### src/rtl/apb_uart_pkg.sv
// Shared definitions for the APB UART receiver: register map, STATUS layout,
// RX state encoding and DIV clamping.
package apb_uart_pkg;

  localparam logic [4:0] ADDR_DATA   = 5'd0;
  localparam logic [4:0] ADDR_STATUS = 5'd1;
  localparam logic [4:0] ADDR_CTRL   = 5'd2;
  localparam logic [4:0] ADDR_DIV    = 5'd3;

  localparam int unsigned ST_EMPTY = 4;
  localparam int unsigned ST_FULL  = 5;
  localparam int unsigned ST_FERR  = 6;
  localparam int unsigned ST_OVR   = 7;

  localparam logic [15:0] MIN_DIV = 16'd4;

  typedef enum logic [1:0] {
    RX_IDLE,
    RX_START,
    RX_DATA,
    RX_STOP
  } rx_state_e;

  function automatic logic [15:0] clamp_div(input logic [15:0] v);
    return (v < MIN_DIV) ? MIN_DIV : v;
  endfunction

endpackage

### src/rtl/apb_uart_rx_slave_fifo.sv
// Synchronous RX byte FIFO; pointers carry one extra wrap bit so full and
// empty are distinguished without a separate counter.
module rx_fifo #(
  parameter int unsigned DEPTH = 8,
  parameter int unsigned WIDTH = 8
) (
  input  logic                     clk,
  input  logic                     reset,
  input  logic                     push,
  input  logic                     pop,
  input  logic [WIDTH-1:0]         din,
  output logic [WIDTH-1:0]         dout,
  output logic                     full,
  output logic                     empty,
  output logic [$clog2(DEPTH):0]   count
);

  localparam int unsigned AW = $clog2(DEPTH);

  logic [WIDTH-1:0] mem [DEPTH];
  logic [AW:0]      wr_ptr;
  logic [AW:0]      rd_ptr;
  logic             do_push;
  logic             do_pop;

  assign empty = (wr_ptr == rd_ptr);
  assign full  = (wr_ptr[AW] != rd_ptr[AW]) && (wr_ptr[AW-1:0] == rd_ptr[AW-1:0]);
  assign count = wr_ptr - rd_ptr;
  assign dout  = mem[rd_ptr[AW-1:0]];

  // A pop in the same cycle frees the slot, so a push into a full FIFO is kept.
  assign do_pop  = pop & ~empty;
  assign do_push = push & (~full | do_pop);

  always_ff @(posedge clk) begin
    if (reset) begin
      wr_ptr <= '0;
      rd_ptr <= '0;
    end else begin
      if (do_push) wr_ptr <= wr_ptr + (AW+1)'(1);
      if (do_pop)  rd_ptr <= rd_ptr + (AW+1)'(1);
    end
  end

  always_ff @(posedge clk) begin
    if (do_push) mem[wr_ptr[AW-1:0]] <= din;
  end

endmodule

### src/rtl/apb_uart_rx_slave.sv
// APB slave exposing an 8N1 UART receiver: synchronizer, bit-timing FSM,
// RX FIFO and DATA/STATUS/CTRL/DIV registers.
module apb_uart_rx_slave
  import apb_uart_pkg::*;
#(
  parameter int unsigned CLKS_PER_BIT = 10416,
  parameter int unsigned FIFO_DEPTH   = 8
) (
  input  logic        pclk,
  input  logic        Reset,
  input  logic        psel,
  input  logic        penable,
  input  logic        pwrite,
  input  logic [4:0]  paddr,
  input  logic [31:0] pwdata,
  output logic [31:0] prdata,
  output logic        pready,
  output logic        pslverr,
  input  logic        rx,
  output logic        irq
);

  localparam int unsigned CW = $clog2(FIFO_DEPTH) + 1;

  logic        access, wr_en, rd_pop, wr_status;
  logic        rx_meta, rx_s;
  logic        rx_en, irq_en, frame_err, overrun;
  logic [15:0] div;
  logic [15:0] cnt;
  logic [2:0]  bit_idx;
  logic [7:0]  shreg;
  logic        tick;
  logic        load_half, load_full, sample_bit, push_byte, frame_set, overrun_set;
  logic [7:0]  fifo_dout;
  logic        fifo_full, fifo_empty;
  logic [CW-1:0] fifo_count;
  logic        unused_pwdata;

  rx_state_e state, next_state;

  // APB decode
  assign access    = psel & penable;
  assign pslverr   = access & ((paddr > ADDR_DIV) | (pwrite & (paddr == ADDR_DATA)));
  assign wr_en     = access & pwrite & ~pslverr;
  assign rd_pop    = access & ~pwrite & (paddr == ADDR_DATA);
  assign wr_status = wr_en & (paddr == ADDR_STATUS);
  assign pready    = 1'b1;
  assign unused_pwdata = ^pwdata[31:16];

  always_comb begin
    prdata = '0;
    if (access && !pwrite && !pslverr) begin
      case (paddr)
        ADDR_DATA:   prdata = fifo_empty ? '0 : {24'b0, fifo_dout};
        ADDR_STATUS: prdata = {24'b0, overrun, frame_err, fifo_full, fifo_empty, 4'(fifo_count)};
        ADDR_CTRL:   prdata = {30'b0, irq_en, rx_en};
        ADDR_DIV:    prdata = {16'b0, div};
        default:     prdata = '0;
      endcase
    end
  end

  always_ff @(posedge pclk) begin
    if (Reset) begin
      rx_meta <= 1'b1;
      rx_s    <= 1'b1;
    end else begin
      rx_meta <= rx;
      rx_s    <= rx_meta;
    end
  end

  assign tick = (cnt <= 16'd1);

  always_ff @(posedge pclk) begin
    if (Reset) state <= RX_IDLE;
    else       state <= next_state;
  end

  always_comb begin
    next_state = state;
    if (!rx_en) begin
      next_state = RX_IDLE;
    end else begin
      case (state)
        RX_IDLE:  if (!rx_s) next_state = RX_START;
        RX_START: if (tick) next_state = rx_s ? RX_IDLE : RX_DATA;
        RX_DATA:  if (tick && bit_idx == 3'd7) next_state = RX_STOP;
        RX_STOP:  if (tick) next_state = RX_IDLE;
        default:  next_state = RX_IDLE;
      endcase
    end
  end

  always_comb begin
    load_half  = 1'b0;
    load_full  = 1'b0;
    sample_bit = 1'b0;
    push_byte  = 1'b0;
    frame_set  = 1'b0;
    if (rx_en) begin
      case (state)
        RX_IDLE:  load_half = ~rx_s;
        RX_START: load_full = tick & ~rx_s;
        RX_DATA: begin
          sample_bit = tick;
          load_full  = tick;
        end
        RX_STOP: begin
          push_byte = tick & rx_s;
          frame_set = tick & ~rx_s;
        end
        default: ;
      endcase
    end
  end

  // DIV is read only at reload, so a DIV write lands on the next bit boundary.
  always_ff @(posedge pclk) begin
    if (Reset) begin
      cnt     <= '0;
      bit_idx <= '0;
      shreg   <= '0;
    end else begin
      if (load_half)      cnt <= div >> 1;
      else if (load_full) cnt <= div;
      else if (cnt != '0) cnt <= cnt - 16'd1;
      if (load_half) bit_idx <= '0;
      if (sample_bit) begin
        shreg   <= {rx_s, shreg[7:1]};
        bit_idx <= bit_idx + 3'd1;
      end
    end
  end

  rx_fifo #(
    .DEPTH (FIFO_DEPTH),
    .WIDTH (8)
  ) u_fifo (
    .clk   (pclk),
    .reset (Reset),
    .push  (push_byte),
    .pop   (rd_pop),
    .din   (shreg),
    .dout  (fifo_dout),
    .full  (fifo_full),
    .empty (fifo_empty),
    .count (fifo_count)
  );

  assign overrun_set = push_byte & fifo_full & ~rd_pop;

  always_ff @(posedge pclk) begin
    if (Reset) begin
      rx_en     <= 1'b1;
      irq_en    <= 1'b0;
      div       <= 16'(CLKS_PER_BIT);
      frame_err <= 1'b0;
      overrun   <= 1'b0;
    end else begin
      if (wr_en && paddr == ADDR_CTRL) begin
        rx_en  <= pwdata[0];
        irq_en <= pwdata[1];
      end
      if (wr_en && paddr == ADDR_DIV) div <= clamp_div(pwdata[15:0]);
      frame_err <= frame_set   | (frame_err & ~(wr_status & pwdata[ST_FERR]));
      overrun   <= overrun_set | (overrun   & ~(wr_status & pwdata[ST_OVR]));
    end
  end

  assign irq = irq_en & (~fifo_empty | frame_err | overrun);

endmodule

### config.mk
export PLATFORM = sky130hd
export DESIGN_NAME = apb_uart_rx_slave
export DESIGN_NICKNAME = d
export VERILOG_FILES = /design/src/rtl/apb_uart_pkg.sv /design/src/rtl/apb_uart_rx_slave_fifo.sv /design/src/rtl/apb_uart_rx_slave.sv
export SDC_FILE = /design/constraint.sdc
export NUM_CORES = 1
export LEC_CHECK = 0
export CORE_UTILIZATION = 50
export CTS_BUF_LIST = sky130_fd_sc_hd__clkbuf_16
export DETAILED_ROUTE_END_ITERATION = 8
export PLACE_DENSITY = 0.73
export SYNTH_ARGS = -nofsm -noshare
export SYNTH_HDL_FRONTEND = slang
export SYNTH_SLANG_ARGS = --single-unit
### constraint.sdc
create_clock -name pclk -period 3.1 [get_ports pclk]
set_clock_uncertainty 0.2 [all_clocks]
set_input_delay 0.62 -clock pclk [delete_from_list [all_inputs] [get_ports pclk]]
set_output_delay 0.62 -clock pclk [all_outputs]
set_load 0.02 [all_outputs]
Yosys cells after proc, flatten, opt, wreduce, memory -nomap -nowiden
Memories as Yosys holds them, arrays and structs flattened. A register that Yosys moved wholly into a read port is not among the register bits. Cells that the tools add are included.

Register bits: 59. Bits in writable memories: 64. Output and inout port bits: 35. Logic and storage cells: 117. Memories kept: 1.

Memory list: u_fifo.mem (depth 8, bits a word 8, rd ports 1, clocked after memory_dff 1, write ports 1, line apb_uart_rx_slave_fifo.sv:20) `logic [WIDTH-1:0] mem [DEPTH];`.

Add/subtract/negate cells: 5. $lt $le $gt $ge: 3. Eq/ne operators: 14. Multiplexer cells: 29. Bitwise logic cells: 34. Reductions and logical operators: 17.

Operator list (number): 16-bit one-hot mux with 4 select lines (1); 16-bit 2-to-1 mux (3); 32-bit 2-to-1 mux (1); 1-bit bitwise AND (19); 16-bit by 1-bit <= comparator with 1-bit output (second input constant) (1); 16-bit by 3-bit less-than comparator with 1-bit output (second input constant) (1); 16-bit nonzero test (1); 16-bit by 1-bit subtractor with 16-bit output (second input constant) (1); 15-bit 2-to-1 mux (1); 3-bit 2-to-1 mux (4); 1-bit 2-to-1 mux (11); 5-bit by 2-bit equality test with 1-bit output (second input constant) (2); 2-bit 2-to-1 mux (5); 1-bit NOT (9); 4-bit by 1-bit adder with 4-bit output (second input constant) (2); 8-bit 2-to-1 mux (1); 2-bit != test (second input constant) (4); 2-bit one-hot mux with 4 select lines (1); 1-bit logical AND (6); 1-bit bitwise OR (6); 5-bit by 1-bit equality test with 1-bit output (second input constant) (1); 5-bit by 2-bit greater-than comparator with 1-bit output (second input constant) (1); 5-bit logical NOT (1); 2-bit equality test (second input constant) (2); 14 further kinds (17).

Depth between registers and ports, before layout
Gate-level depths: netlist of run 1.

Depth in word-level cells: 11. Gate-level depth with buffers: 9.

Modules after synthesis
Synthesis of run 1 repeated with hierarchy kept, for this count alone.

Cell total of the unflattened synthesis: 566. Area, all modules: 6237.2 sq um.

By module, submodules not included: apb_uart_rx_slave (times used 1, cells each 400, area each 3135.5 sq um, sequential area each 1021.0 sq um); rx_fifo (times used 1, cells each 166, area each 3101.7 sq um, sequential area each 2142.1 sq um).

Worst setup path after synthesis of run 1
Ideal clock, no wire load.

Kind: input port to flip-flop. Start point: input port paddr[3]. End point: memory u_fifo.mem[0][0] (enable). Setup time: 0.383 ns. Data arrival time: 2.421 ns. Required time: 2.517 ns. Slack: 0.095 ns. Stages: 5. Buffers on the path: 0. Cells stage by stage: nor3_1 > a311oi_1 > nor4_4 > nand2b_1 > nor3_1.

Longest elaborated chain between the ends: 7.

Ends and longest elaborated chain: from (decl) (line apb_uart_rx_slave.sv:14) `input logic [4:0] paddr,`; 5-bit logical NOT (line apb_uart_rx_slave.sv:45) `assign rd_pop = access & ~pwrite & (paddr == ADDR_DATA);`; 1-bit bitwise AND (line apb_uart_rx_slave.sv:45); 1-bit bitwise AND (line apb_uart_rx_slave_fifo.sv:32) `assign do_pop = pop & ~empty;`; 1-bit bitwise OR (line apb_uart_rx_slave_fifo.sv:33) `assign do_push = push & (~full | do_pop);`; 1-bit bitwise AND (line apb_uart_rx_slave_fifo.sv:33); 1-bit 2-to-1 mux (line apb_uart_rx_slave_fifo.sv:46) `if (do_push) mem[wr_ptr[AW-1:0]] <= din;`; 1-bit 2-to-1 mux (implied by the code) (line apb_uart_rx_slave_fifo.sv:46); to (decl) (line apb_uart_rx_slave_fifo.sv:20).

Every way passes these cells.

Final worst setup path of run 1
Start point: register u_fifo.rd_ptr[2]. End point: output port prdata[4].

Longest elaborated chain between the ends: 4.

Ends and longest elaborated chain: from (decl) (line apb_uart_rx_slave_fifo.sv:22) `logic [AW:0] rd_ptr;`; from (signal assigned) (line apb_uart_rx_slave_fifo.sv:41) `if (do_pop) rd_ptr <= rd_ptr + (AW+1)'(1);`; 4-bit equality test (*) (line apb_uart_rx_slave_fifo.sv:26) `assign empty = (wr_ptr == rd_ptr);`; 8-bit 2-to-1 mux (line apb_uart_rx_slave.sv:54) `ADDR_DATA: prdata = fifo_empty ? '0 : {24'b0, fifo_dout};`; 16-bit one-hot mux with 4 select lines (*) (line apb_uart_rx_slave.sv:53) `case (paddr)`; 32-bit 2-to-1 mux (*) (line apb_uart_rx_slave.sv:52) `if (access && !pwrite && !pslverr) begin`; to (decl) (line apb_uart_rx_slave.sv:16) `output logic [31:0] prdata,`.

Every way passes the cells marked *; elsewhere a longest branch is shown, timed or not.

==> results of run 1 <==
-- worst paths after layout --
check                                       from  cells past startpoint  slack, ps               end
worst max-delay path            u_fifo.rd_ptr[2]                      9         40         prdata[4]
worst min-delay path                     rx_meta                      1        210              rx_s
worst max register to register            cnt[0]                      8        360  u_fifo.mem[0][3]
worst min register to register           rx_meta                      1        210              rx_s
-- metrics by stage --
step | util [%] | setup TNS (ps)
final | 64.6 | 0
after global routing | 64.6 | -199
after CTS | 64.3 | 0
after detailed placement | 59.2 | -8790
after global placement | 59.2 | -10710
after floorplan | - | 0
-- kinds of logic after synthesis --
kind of cell               share of synthesized area [%]
xor gates and xnor gates                            3.16
muxes                                               8.57
adders and majority gates                           3.40
DFF                                                 51.8
other                                              0.123
AOI/OAI and AO/OA                                   8.65
buffers and inverters                               4.84
and+or+nand+nor                                     19.4
-- layer usage --
layer / share of wire, % / track usage (%) / up-vias
li1: - / - / 2173
met1: 44 / 32.5 / 2223
met2: 47 / 39.3 / 215
met3: 6.5 / 5.62 / 27
met4: 2.2 / 11.2 / 0
met5: 0 / 0 / -
-- registers in the layout, indices dropped and copies added, names as in the netlist, 3 cells and up, named ones only --
| register | flops |
|---|---|
| u_fifo.wr_ptr | 4 |
| shreg | 8 |
| u_fifo.mem | 64 |
| cnt | 16 |
| bit_idx | 3 |
| u_fifo.rd_ptr | 4 |
| div | 16 |
-- repair_timing --
action | 4_1_cts | 5_1_grt
endpoints found under the setup margin | 18 | 17
pin swaps | 2 | 7
buffers inserted | 1 | 0
resized for setup | 81 | 21
-- cell type report --
cell class,count,share of cell area [%]
Clock inverter,15,2.31
Timing Repair Buffer,89,10.3
Clock buffer,17,5.64
Sequential cell,126,42.0
Multi-Input combinational cell,396,36.7
Tap cell,143,2.37
Inverter,14,0.697
-- power breakdown --
part	switching (mW)	internal (mW)	total (mW)	leakage (nW)
Combinational	0.630	0.472	1.10	1.41
Clock	0.746	1.26	2.00	0.288
Sequential	0.126	1.83	1.96	1.10
-- worst register-to-register path, stage by stage, from the launching register on --
cell	delay, ps
sky130_fd_sc_hd__dfxtp_1	360
sky130_fd_sc_hd__inv_1	100
sky130_fd_sc_hd__ha_1	290
sky130_fd_sc_hd__nor2_1	130
sky130_fd_sc_hd__nand3b_1	350
sky130_fd_sc_hd__nor4_4	430
sky130_fd_sc_hd__nand2b_1	170
sky130_fd_sc_hd__nor3_1	180
sky130_fd_sc_hd__buf_4	230
-- cell usage in the layout (no fill, tap or decap), types with 8 or more instances in the layout --
| cell | count |
|---|---|
| sky130_fd_sc_hd__nand2_1 | 74 |
| sky130_fd_sc_hd__edfxtp_1 | 64 |
| sky130_fd_sc_hd__dfxtp_1 | 61 |
| sky130_fd_sc_hd__nor2_1 | 51 |
| sky130_fd_sc_hd__buf_4 | 44 |
| sky130_fd_sc_hd__a21oi_1 | 35 |
| sky130_fd_sc_hd__nor3_1 | 21 |
| sky130_fd_sc_hd__clkdlybuf4s50_1 | 20 |
| sky130_fd_sc_hd__conb_1 | 17 |
| sky130_fd_sc_hd__clkbuf_16 | 17 |
| sky130_fd_sc_hd__mux4_2 | 16 |
| sky130_fd_sc_hd__inv_1 | 14 |
| sky130_fd_sc_hd__mux2i_1 | 14 |
| sky130_fd_sc_hd__ha_1 | 14 |
| sky130_fd_sc_hd__xnor2_1 | 13 |
| sky130_fd_sc_hd__and2_1 | 9 |
| sky130_fd_sc_hd__xor2_1 | 9 |
| sky130_fd_sc_hd__nand3_1 | 9 |
| sky130_fd_sc_hd__nand3b_1 | 8 |
| sky130_fd_sc_hd__buf_2 | 8 |
==> results_tabular.tex, run 1 <==
\begin{tabular}{lr}
\hline
Metric & Value \\
\hline
\multicolumn{2}{l}{\textbf{Status}} \\
Run status & complete, no violations \\
\multicolumn{2}{l}{\textbf{GRT}} \\
First-pass GRT wire length & around 23000 um \\
Initial antenna violation count & 0 \\
Overflow left after global routing & 0 \\
Number of global-route vias before repair & 4458 \\
Largest net degree at the start of global routing & 23 \\
Global router's overall resource usage & 24.8\% \\
\multicolumn{2}{l}{\textbf{STA}} \\
Final-report setup violation count & 0 \\
Transition time at the pin with the least slew margin & between 700 and 800 ps \\
Remaining max-slew budget at the tightest pin & 51.9\% \\
Final hold vios & 0 \\
Setup slack after layout & 41.6 ps \\
Achievable Freq & approximately 330 MHz \\
Hold\_ws & 205 ps \\
RSZ-0062 raised after global routing & true \\
Max Transition Viols Final & 0 \\
Min Tclk post-route & 3060 ps \\
Final worst path period share & between 90\% and 100\% \\
\multicolumn{2}{l}{\textbf{Floorplanning}} \\
Core area & 0.0117 sq mm \\
Die X-Extent & between 100 and 150 um \\
Site Rows & 39 \\
Die Height & 112 um \\
Number of top-level design ports & a little under 80 \\
Starting density of the core & a little over half \\
Die Area & 0.0127 sq mm \\
\multicolumn{2}{l}{\textbf{Placed design}} \\
Post-Place Worst Slack & -616 ps \\
Area post-placement & $\sim$0.0069 sq mm \\
Placer congestion estimate & between 0.9 and 1 \\
Placed insts & between 700 and 800 \\
Port Buffers & 44 \\
DPL Wire Length & between 10000 and 15000 um \\
\multicolumn{2}{l}{\textbf{Setup path}} \\
Class of the most critical setup path & flip-flop to primary output \\
Slowest Stage Delay on Critical Path & 340 ps \\
Critical path buffer and inverter count & 2 \\
Crit path launch type & flip-flop \\
Crit. End Element & primary output \\
Library cell contributing the largest single delay on the critical path & sky130\_fd\_sc\_hd\_\_ha\_1 \\
Data arrival time of the worst path & approximately 2200 ps \\
Category of cells accounting for the largest share of critical-path delay & simple AND/OR/NAND/NOR gates \\
Maximum fanout along the worst path & 3 \\
Critical-path cell list & inv\_1 -> ha\_1 -> nand3\_1 -> or2\_2 -> nor2\_1 -> a21oi\_1 -> o22ai\_1 -> nor2b\_2 -> buf\_4 \\
Worst endpoint required time & around 2300 ps \\
\multicolumn{2}{l}{\textbf{Drt}} \\
Number of design rule violations left after detail routing & 0 \\
DRC marker count from the first detailed-route iteration & roughly 420 \\
Average wire per standard cell & roughly 18 um \\
Vias per Instance & slightly below 6 \\
Detailed-router iteration count before antenna repair & 6 \\
Total via count in the routed design & between 4000 and 5000 \\
Aggregate routed wire length & around 15000 um \\
Number of routed nets with antenna violations & 0 \\
\multicolumn{2}{l}{\textbf{Clock tree}} \\
Number of buffers added to fix hold violations after cts & 0 \\
H-tree depth reported by CTS & 4 \\
Maximum clock insertion buffer count & 2 \\
Worst skew pair latency & between 400 and 500 ps \\
CTS clk-pin slew, worst paths & roughly 50 ps \\
CTS Buf Count & 17 \\
Master cell of the clock root buffer & sky130\_fd\_sc\_hd\_\_clkbuf\_16 \\
Clock Sink Count & 126 \\
TritonCTS clock tree & yes \\
\multicolumn{2}{l}{\textbf{Yosys}} \\
Number of cells produced by synthesis & approximately 560 \\
Number of distinct library cell variants in the gate-level netlist after synthesis & 60 \\
Area contributors post-synth & sky130\_fd\_sc\_hd\_\_edfxtp\_1, sky130\_fd\_sc\_hd\_\_dfxtp\_1, sky130\_fd\_sc\_hd\_\_mux4\_2 \\
Most instantiated flip-flop cell in the synthesis netlist & sky130\_fd\_sc\_hd\_\_edfxtp\_1 \\
Flip-flop and latch count after synthesis & approximately 130 \\
Count of flip-flops with a built-in enable after synthesis & 64 \\
Area share of the leading cell type in the synthesized netlist & 31.5\% \\
Sequential cell area fraction in the yosys report & around half \\
Biggest area consumer among synthesized cells & sky130\_fd\_sc\_hd\_\_edfxtp\_1 \\
Mapped Avg Cell Area & $\sim$11 sq um \\
Fraction of registers with async set or reset after synthesis & 0\% \\
Cell area after synthesis & 0.00610 sq mm \\
Warnings from Yosys & 0 \\
Most frequent cells after synthesis & sky130\_fd\_sc\_hd\_\_nand2\_1, sky130\_fd\_sc\_hd\_\_edfxtp\_1, sky130\_fd\_sc\_hd\_\_dfxtp\_1, sky130\_fd\_sc\_hd\_\_nor2\_1, sky130\_fd\_sc\_hd\_\_a21oi\_1 \\
Dominant cell by count in the synthesized netlist & sky130\_fd\_sc\_hd\_\_nand2\_1 \\
\multicolumn{2}{l}{\textbf{Finish}} \\
Layout cell share with drive strength beyond 1 & 21.9\% \\
Combined area of the multi-input logic cells & 0.00277 sq mm \\
Combined flip-flop and latch cell area & between 0.003 and 0.004 sq mm \\
Number of nets at the end of the flow & 703 \\
Final design instance area without fill & between 0.007 and 0.008 sq mm \\
Count of antenna diodes in the layout & 0 \\
Fill cells & 893 \\
Final std cells w/o fill & 800 \\
Area growth from synthesis to layout & 23.5\% \\
\multicolumn{2}{l}{\textbf{Worst hold path}} \\
Path class of the lowest-slack min-delay path & flip-flop to flip-flop \\
\multicolumn{2}{l}{\textbf{Flow run}} \\
Number of maximum-capacitance violations & 0 \\
\multicolumn{2}{l}{\textbf{Power}} \\
Post-layout power & 5.06 mW \\
Worst voltage drop across the vdd grid & about 0.31 mV \\
Lkg Pwr & between 2 and 3 nW \\
P per Cell Area & 672 mW/mm\^{}2 \\
\hline
\end{tabular}
Note: power is estimated with default switching activity, not from simulation.
==> run 2: changes to the inputs <==
--- a/config.mk
+++ b/config.mk
@@ -8,7 +8,9 @@
 export CORE_UTILIZATION = 50
 export CTS_BUF_LIST = sky130_fd_sc_hd__clkbuf_16
 export DETAILED_ROUTE_END_ITERATION = 8
+export MAX_ROUTING_LAYER = met4
 export PLACE_DENSITY = 0.73
+export REMOVE_ABC_BUFFERS = 1
 export SYNTH_ARGS = -nofsm -noshare
 export SYNTH_HDL_FRONTEND = slang
 export SYNTH_SLANG_ARGS = --single-unit
==> results_tabular.tex, run 2 (synthesis gave the netlist of run 1 again) <==
\begin{tabular}{lr}
\hline
Metric & Value \\
\hline
\multicolumn{2}{l}{\textbf{Power}} \\
Clock network fraction of total power & 37.7\% (-1.9 points) \\
Switching pwr & 1.45 mW (-3.4\%) \\
Share of total power in sequential cells & 39.8\% (+1.1 points) \\
Gate power share & 22.5\% (+0.7 points) \\
P per Cell Area & 652 mW/mm\^{}2 (-2.9\%) \\
Worst voltage drop across the vdd grid & 0.402 mV (+30\%) \\
Post-layout power & 4.92 mW (-2.8\%) \\
Lkg Pwr & 2.82 nW (+1.0\%) \\
Total internal power & 3.47 mW (-2.5\%) \\
Switching power share of the total & 29.5\% (-0.18 points) \\
\multicolumn{2}{l}{\textbf{Finish}} \\
Layout cell share with drive strength beyond 1 & 22.7\% (+0.75 points) \\
Max FFs per register & 64 (unchanged) \\
Area growth from synthesis to layout & 23.7\% \\
Fill cells & 862 (-3.5\%) \\
Most used cells in the layout excluding fill and tap cells & sky130\_fd\_sc\_hd\_\_nand2\_1, sky130\_fd\_sc\_hd\_\_edfxtp\_1, sky130\_fd\_sc\_hd\_\_dfxtp\_1, sky130\_fd\_sc\_hd\_\_buf\_4, sky130\_fd\_sc\_hd\_\_nor2\_1 \\
Count of antenna diodes in the layout & 0 (unchanged) \\
Combined flip-flop and latch cell area & 0.00316 sq mm (unchanged) \\
Number of nets at the end of the flow & 712 (+1.3\%) \\
Combined area of the multi-input logic cells & 0.00277 sq mm (+0.23\%) \\
Most common cell after layout, fill and taps aside & sky130\_fd\_sc\_hd\_\_nand2\_1 \\
Final standard cell utilization of the core & 64.8\% (+0.11 points) \\
\multicolumn{2}{l}{\textbf{Placed design}} \\
Post-Place Worst Slack & -417 ps (+199 ps) \\
DPL Wire Length & 10400 um (+3.1\%) \\
Placer congestion estimate & 0.838 (-11\%) \\
Port Buffers & 44 (unchanged) \\
\multicolumn{2}{l}{\textbf{STA}} \\
Final-report setup violation count & 0 (unchanged) \\
Final total negative setup slack & 0 ps (unchanged) \\
Transition time at the pin with the least slew margin & 725 ps (+3.28 ps) \\
Final worst path period share & 99.1\% (+0.44 points) \\
Hold\_ws & 210 ps (+4.52 ps) \\
Setup slack after layout & 27.8 ps (-13.8 ps) \\
RSZ-0062 raised after global routing & true \\
Final hold vios & 0 (unchanged) \\
Achievable Freq & 325 MHz (-0.45\%) \\
Max Transition Viols Final & 0 (unchanged) \\
Min Tclk post-route & 3070 ps (+13.8 ps) \\
Remaining max-slew budget at the tightest pin & 51.7\% (-0.22 points) \\
\multicolumn{2}{l}{\textbf{Clock tree}} \\
TritonCTS clock tree & yes \\
Maximum clock insertion buffer count & 2 (unchanged) \\
CTS clk-pin slew, worst paths & 50 ps (about the same) \\
Worst skew pair latency & 420 ps (about the same) \\
H-tree depth reported by CTS & 4 (unchanged) \\
Master cell of the clock root buffer & sky130\_fd\_sc\_hd\_\_clkbuf\_16 \\
Number of buffers added to fix hold violations after cts & 0 (unchanged) \\
CTS Buf Count & 17 (unchanged) \\
Clock Sink Count & 126 (unchanged) \\
\multicolumn{2}{l}{\textbf{GRT}} \\
Global router's overall resource usage & 26.1\% (+1.4 points) \\
Initial antenna violation count & 0 (unchanged) \\
Largest net degree at the start of global routing & 37 (+61\%) \\
Overflow left after global routing & 0 (unchanged) \\
First-pass GRT wire length & 24000 um (+2.9\%) \\
Number of global-route vias before repair & 4587 (+2.9\%) \\
\multicolumn{2}{l}{\textbf{Floorplanning}} \\
Site Rows & 39 (unchanged) \\
Die Height & 112 um (unchanged) \\
Number of top-level design ports & 78 (unchanged) \\
Die Area & 0.0127 sq mm (unchanged) \\
Core area & 0.0117 sq mm (unchanged) \\
Starting density of the core & 52.3\% (unchanged) \\
Die X-Extent & 112 um (unchanged) \\
\multicolumn{2}{l}{\textbf{Setup path}} \\
Library cell contributing the largest single delay on the critical path & sky130\_fd\_sc\_hd\_\_fa\_1 \\
Slowest Stage Delay on Critical Path & 370 ps (+30 ps) \\
Crit. End Element & primary output \\
Worst endpoint required time & 2280 ps (about the same) \\
Data arrival time of the worst path & 2250 ps (about the same) \\
Critical-path cell list & inv\_1 -> ha\_2 -> fa\_1 -> xor2\_1 -> nor2\_1 -> a21oi\_1 -> o22a\_1 -> nor2\_2 -> buf\_6 \\
Class of the most critical setup path & flip-flop to primary output \\
Maximum fanout along the worst path & 2 (-1) \\
Crit path launch type & flip-flop \\
\multicolumn{2}{l}{\textbf{Drt}} \\
Detailed-router iteration count before antenna repair & 5 (-1) \\
Average wire per standard cell & 18.6 um (+1.1\%) \\
DRC marker count from the first detailed-route iteration & 509 (+21\%) \\
Number of routed nets with antenna violations & 0 (unchanged) \\
Number of design rule violations left after detail routing & 0 (unchanged) \\
Aggregate routed wire length & 15000 um (+2.3\%) \\
Total via count in the routed design & 4739 (+2.2\%) \\
Vias per Instance & 5.86 (+1.0\%) \\
\multicolumn{2}{l}{\textbf{Worst hold path}} \\
Path class of the lowest-slack min-delay path & flip-flop to flip-flop \\
\multicolumn{2}{l}{\textbf{Status}} \\
Run status & complete, no violations \\
\multicolumn{2}{l}{\textbf{Flow run}} \\
Number of maximum-capacitance violations & 0 (unchanged) \\
\hline
\end{tabular}
==> run 2: final timing paths <==
kind              cells past startpoint               end  slack (ps)             start
hold reg to reg                       1              rx_s         210           rx_meta
setup / recovery                      9         prdata[2]          30  u_fifo.wr_ptr[0]
hold / removal                        1              rx_s         210           rx_meta
setup reg to reg                      6  u_fifo.mem[4][7]         320           cnt[14]
==> run 2: layout make-up <==
class	count	area share [%]
flip-flops and latches	126	41.9
well taps	143	2.37
inverters	14	0.696
multi-input cells	396	36.7
clock inverters	15	1.76
clock buffers	17	5.63
repair buffers	98	11.0
==> run 2: timing repair <==
| action | CTS | global route |
|---|---|---|
| setup endpoints to repair | 18 | 16 |
| gates resized for setup | 67 | 29 |
| setup buffers | 3 | 4 |
| pin swaps | 0 | 5 |
==> run 2: metal layers <==
layer | vias up | GRT usage (%) | wire length [um]
met4 | 0 | 8.09 | 265
met1 | 2296 | 34.1 | 6650
li1 | 2195 | - | -
met3 | 25 | 6.80 | 1020
met5 | - | - | 0
met2 | 223 | 40.0 | 7070
==> run 2: power groups by stage <==
stage               clock (mW)  sequential (mW)  combinational [mW]
global placement             0             1.98                1.04
global route              1.95             1.97                1.22
floorplan                    0             1.96               0.831
CTS                       1.88             1.95                1.09
detailed placement           0             1.99                1.07
finish                    1.86             1.96                1.11
==> run 2: per-stage QoR <==
| step | area, sq um | instances |
|---|---|---|
| after CTS | 7510 | 805 |
| after global placement | 6910 | 770 |
| after global routing | 7550 | 809 |
| after detailed placement | 6910 | 770 |
| after floorplan | 5920 | 536 |
| final | 7550 | 809 |
==> run 2: worst max-delay path: cells and delay by family, from the launching register on <==
family / cells / cell delay [ps]
buffers and inverters: 2 / 210
AND/OR/NAND/NOR: 2 / 310
AO/OA/AOI/OAI: 2 / 270
adder cells (fa/ha/maj): 2 / 550
flip-flops: 1 / 320
XOR/XNOR: 1 / 180
==> run 3: changes to the inputs <==
--- a/config.mk
+++ b/config.mk
@@ -5,9 +5,11 @@
 export SDC_FILE = /design/constraint.sdc
 export NUM_CORES = 1
 export LEC_CHECK = 0
+export CORE_MARGIN = 4
 export CORE_UTILIZATION = 50
 export CTS_BUF_LIST = sky130_fd_sc_hd__clkbuf_16
 export DETAILED_ROUTE_END_ITERATION = 8
+export HOLD_SLACK_MARGIN = 0.15
 export MAX_ROUTING_LAYER = met4
 export PLACE_DENSITY = 0.73
 export REMOVE_ABC_BUFFERS = 1
==> results_tabular.tex, run 3 (synthesis gave the netlist of run 1 again) <==
\begin{tabular}{lr}
\hline
Metric & Value \\
\hline
\multicolumn{2}{l}{\textbf{Clock tree}} \\
H-tree depth reported by CTS & 4 (unchanged) \\
Maximum clock insertion buffer count & 2 (unchanged) \\
Clock Sink Count & 126 (unchanged) \\
Worst skew pair latency & 410 ps (about the same) \\
CTS clk-pin slew, worst paths & 60 ps (about the same) \\
TritonCTS clock tree & yes \\
CTS Buf Count & 17 (unchanged) \\
Master cell of the clock root buffer & sky130\_fd\_sc\_hd\_\_clkbuf\_16 \\
\multicolumn{2}{l}{\textbf{Power}} \\
Share of total power in sequential cells & 38.6\% (-1.2 points) \\
Worst voltage drop across the vdd grid & 0.329 mV (-18\%) \\
Gate power share & 21.7\% (-0.8 points) \\
Total internal power & 3.51 mW (+1.1\%) \\
Switching power share of the total & 30.6\% (+1.1 points) \\
Lkg Pwr & 2.85 nW (+0.92\%) \\
P per Cell Area & 667 mW/mm\^{}2 (+2.3\%) \\
Clock network fraction of total power & 39.7\% (+2.0 points) \\
Switching pwr & 1.55 mW (+6.6\%) \\
\multicolumn{2}{l}{\textbf{Setup path}} \\
Crit path launch type & flip-flop \\
Worst endpoint required time & 2280 ps (about the same) \\
Data arrival time of the worst path & 2230 ps (-20 ps) \\
Critical-path cell list & inv\_1 -> ha\_4 -> fa\_2 -> xor2\_1 -> nor2\_1 -> a21oi\_2 -> o22a\_1 -> nor2\_2 -> buf\_6 \\
Maximum fanout along the worst path & 2 (unchanged) \\
Minimum setup slack among reg-to-reg paths & 320 ps (about the same) \\
Crit. End Element & primary output \\
Slowest Stage Delay on Critical Path & 340 ps (-30 ps) \\
Class of the most critical setup path & flip-flop to primary output \\
Number of cells traversed by the worst register-to-register path & 8 (+2) \\
Library cell contributing the largest single delay on the critical path & sky130\_fd\_sc\_hd\_\_fa\_2 \\
\multicolumn{2}{l}{\textbf{GRT}} \\
Global router's overall resource usage & 22.2\% (-3.9 points) \\
Number of global-route vias before repair & 4534 (-1.2\%) \\
First-pass GRT wire length & 23700 um (-1.4\%) \\
Initial antenna violation count & 0 (unchanged) \\
Largest net degree at the start of global routing & 39 (+5.4\%) \\
Overflow left after global routing & 0 (unchanged) \\
\multicolumn{2}{l}{\textbf{STA}} \\
Final-report setup violation count & 0 (unchanged) \\
Final worst path period share & 98.4\% (-0.72 points) \\
Setup slack after layout & 50.0 ps (+22.2 ps) \\
Final total negative setup slack & 0 ps (unchanged) \\
Transition time at the pin with the least slew margin & 733 ps (+8.10 ps) \\
Max Transition Viols Final & 0 (unchanged) \\
Min Tclk post-route & 3050 ps (-22.2 ps) \\
Remaining max-slew budget at the tightest pin & 51.1\% (-0.54 points) \\
Final hold vios & 0 (unchanged) \\
RSZ-0062 raised after global routing & true \\
Achievable Freq & 328 MHz (+0.73\%) \\
\multicolumn{2}{l}{\textbf{Placed design}} \\
Port Buffers & 44 (unchanged) \\
Placer congestion estimate & 0.943 (+12\%) \\
DPL Wire Length & 10300 um (-0.59\%) \\
Placed insts & 773 (+0.39\%) \\
Post-Place Worst Slack & -493 ps (-76.1 ps) \\
\multicolumn{2}{l}{\textbf{Floorplanning}} \\
Site Rows & 40 (+2.6\%) \\
Die Area & 0.0140 sq mm (+11\%) \\
Core area & 0.0120 sq mm (+2.6\%) \\
Die X-Extent & 118 um (+5.3\%) \\
Die Height & 118 um (+5.3\%) \\
Number of top-level design ports & 78 (unchanged) \\
Starting density of the core & 51.0\% (-1.3 points) \\
\multicolumn{2}{l}{\textbf{Finish}} \\
Count of antenna diodes in the layout & 0 (unchanged) \\
Layout cell share with drive strength beyond 1 & 23.6\% (+0.89 points) \\
Max FFs per register & 64 (unchanged) \\
Area growth from synthesis to layout & 24.2\% \\
Number of nets at the end of the flow & 708 (-0.56\%) \\
Combined area of the multi-input logic cells & 0.00279 sq mm (+0.59\%) \\
Fill cells & 893 (+3.6\%) \\
Final standard cell utilization of the core & 63.4\% (-1.4 points) \\
Combined flip-flop and latch cell area & 0.00317 sq mm (+0.12\%) \\
Most common cell after layout, fill and taps aside & sky130\_fd\_sc\_hd\_\_nand2\_1 \\
Final std cells w/o fill & 809 (unchanged) \\
Most used cells in the layout excluding fill and tap cells & sky130\_fd\_sc\_hd\_\_nand2\_1, sky130\_fd\_sc\_hd\_\_edfxtp\_1, sky130\_fd\_sc\_hd\_\_dfxtp\_1, sky130\_fd\_sc\_hd\_\_nor2\_1, sky130\_fd\_sc\_hd\_\_buf\_4 \\
\multicolumn{2}{l}{\textbf{Worst hold path}} \\
Worst hold path cell count & 1 (unchanged) \\
Path class of the lowest-slack min-delay path & flip-flop to flip-flop \\
\multicolumn{2}{l}{\textbf{Drt}} \\
Total via count in the routed design & 4691 (-1.0\%) \\
Detailed-router iteration count before antenna repair & 5 (unchanged) \\
DRC marker count from the first detailed-route iteration & 421 (-17\%) \\
Aggregate routed wire length & 15000 um (about the same) \\
Number of design rule violations left after detail routing & 0 (unchanged) \\
Number of routed nets with antenna violations & 0 (unchanged) \\
Average wire per standard cell & 18.6 um (about the same) \\
Vias per Instance & 5.80 (-1.0\%) \\
\multicolumn{2}{l}{\textbf{Flow run}} \\
Number of maximum-capacitance violations & 0 (unchanged) \\
\multicolumn{2}{l}{\textbf{Status}} \\
Run status & complete, no violations \\
\hline
\end{tabular}
-- run 3: changes by cell type in the layout (fill, tap and decap cells not counted), moves of 2 or more --
| cell | previous run | this run |
|---|---|---|
| sky130_fd_sc_hd__inv_6 | 0 | 8 |
| sky130_fd_sc_hd__buf_2 | 6 | 9 |
| sky130_fd_sc_hd__buf_4 | 61 | 51 |
| sky130_fd_sc_hd__ha_4 | 0 | 2 |
| sky130_fd_sc_hd__dlymetal6s2s_1 | 0 | 3 |
| sky130_fd_sc_hd__buf_6 | 1 | 4 |
| sky130_fd_sc_hd__clkinv_1 | 4 | 0 |
| sky130_fd_sc_hd__clkinvlp_4 | 3 | 0 |
| sky130_fd_sc_hd__inv_1 | 16 | 14 |
| sky130_fd_sc_hd__clkdlybuf4s50_1 | 25 | 21 |
-- run 3: worst max-delay path: cells and delay by family, from the launching register on --
family | cells | cell delay (ps)
compound gates | 2 | 250
xor+xnor | 1 | 180
fa+ha+maj | 2 | 520
buf+inv | 2 | 210
flops | 1 | 320
simple gates | 2 | 330
-- run 3: stage by stage --
step | hold WS, ps | power [mW] | cell area, sq um
4_1_cts | 214 | 5.05 | 7510
2_1_floorplan | 189 | 2.79 | 5920
5_1_grt | 238 | 5.28 | 7580
3_5_place_dp | 200 | 3.05 | 6910
6_report | 215 | 5.06 | 7580
3_3_place_gp | 196 | 3.02 | 6910
-- run 3: metal layers --
layer	part of all wire, %	vias to the layer above	routed length [um]	GRT usage [%]
met5	0	-	0	-
met2	47	212	7080	33.6
met4	2.4	0	361	9.34
li1	-	2181	-	-
met3	6.3	31	947	4.64
met1	44	2267	6620	29.2
-- run 3: power groups by stage --
stage,clock (mW),sequential [mW],combinational (mW)
floorplan,0,1.96,0.831
global placement,0,1.98,1.03
detailed placement,0,1.98,1.07
CTS,2.03,1.95,1.07
global route,2.11,1.97,1.20
finish,2.01,1.95,1.10
-- run 3: final timing paths --
| check | startpoint | to |
|---|---|---|
| setup / recovery | u_fifo.wr_ptr[0] | prdata[2] |
| hold / removal | rx_meta | rx_s |
| setup reg to reg | cnt[0] | u_fifo.mem[0][6] |
| hold reg to reg | rx_meta | rx_s |
-- run 3: final cells by class --
class	count	area share, %
timing repair buffer	94	10.4
tap	147	2.43
sequential	126	41.8
clock inverter	15	2.28
multi-input combinational	396	36.8
inverter	14	0.693
clock buffer	17	5.61
-- run 3: repair_timing --
action                     4_1_cts  5_1_grt
buffers inserted                 4        0
pin swaps                        0        6
setup endpoints to repair       18       16
gates resized for setup         70       32
hold buffers                     0        0
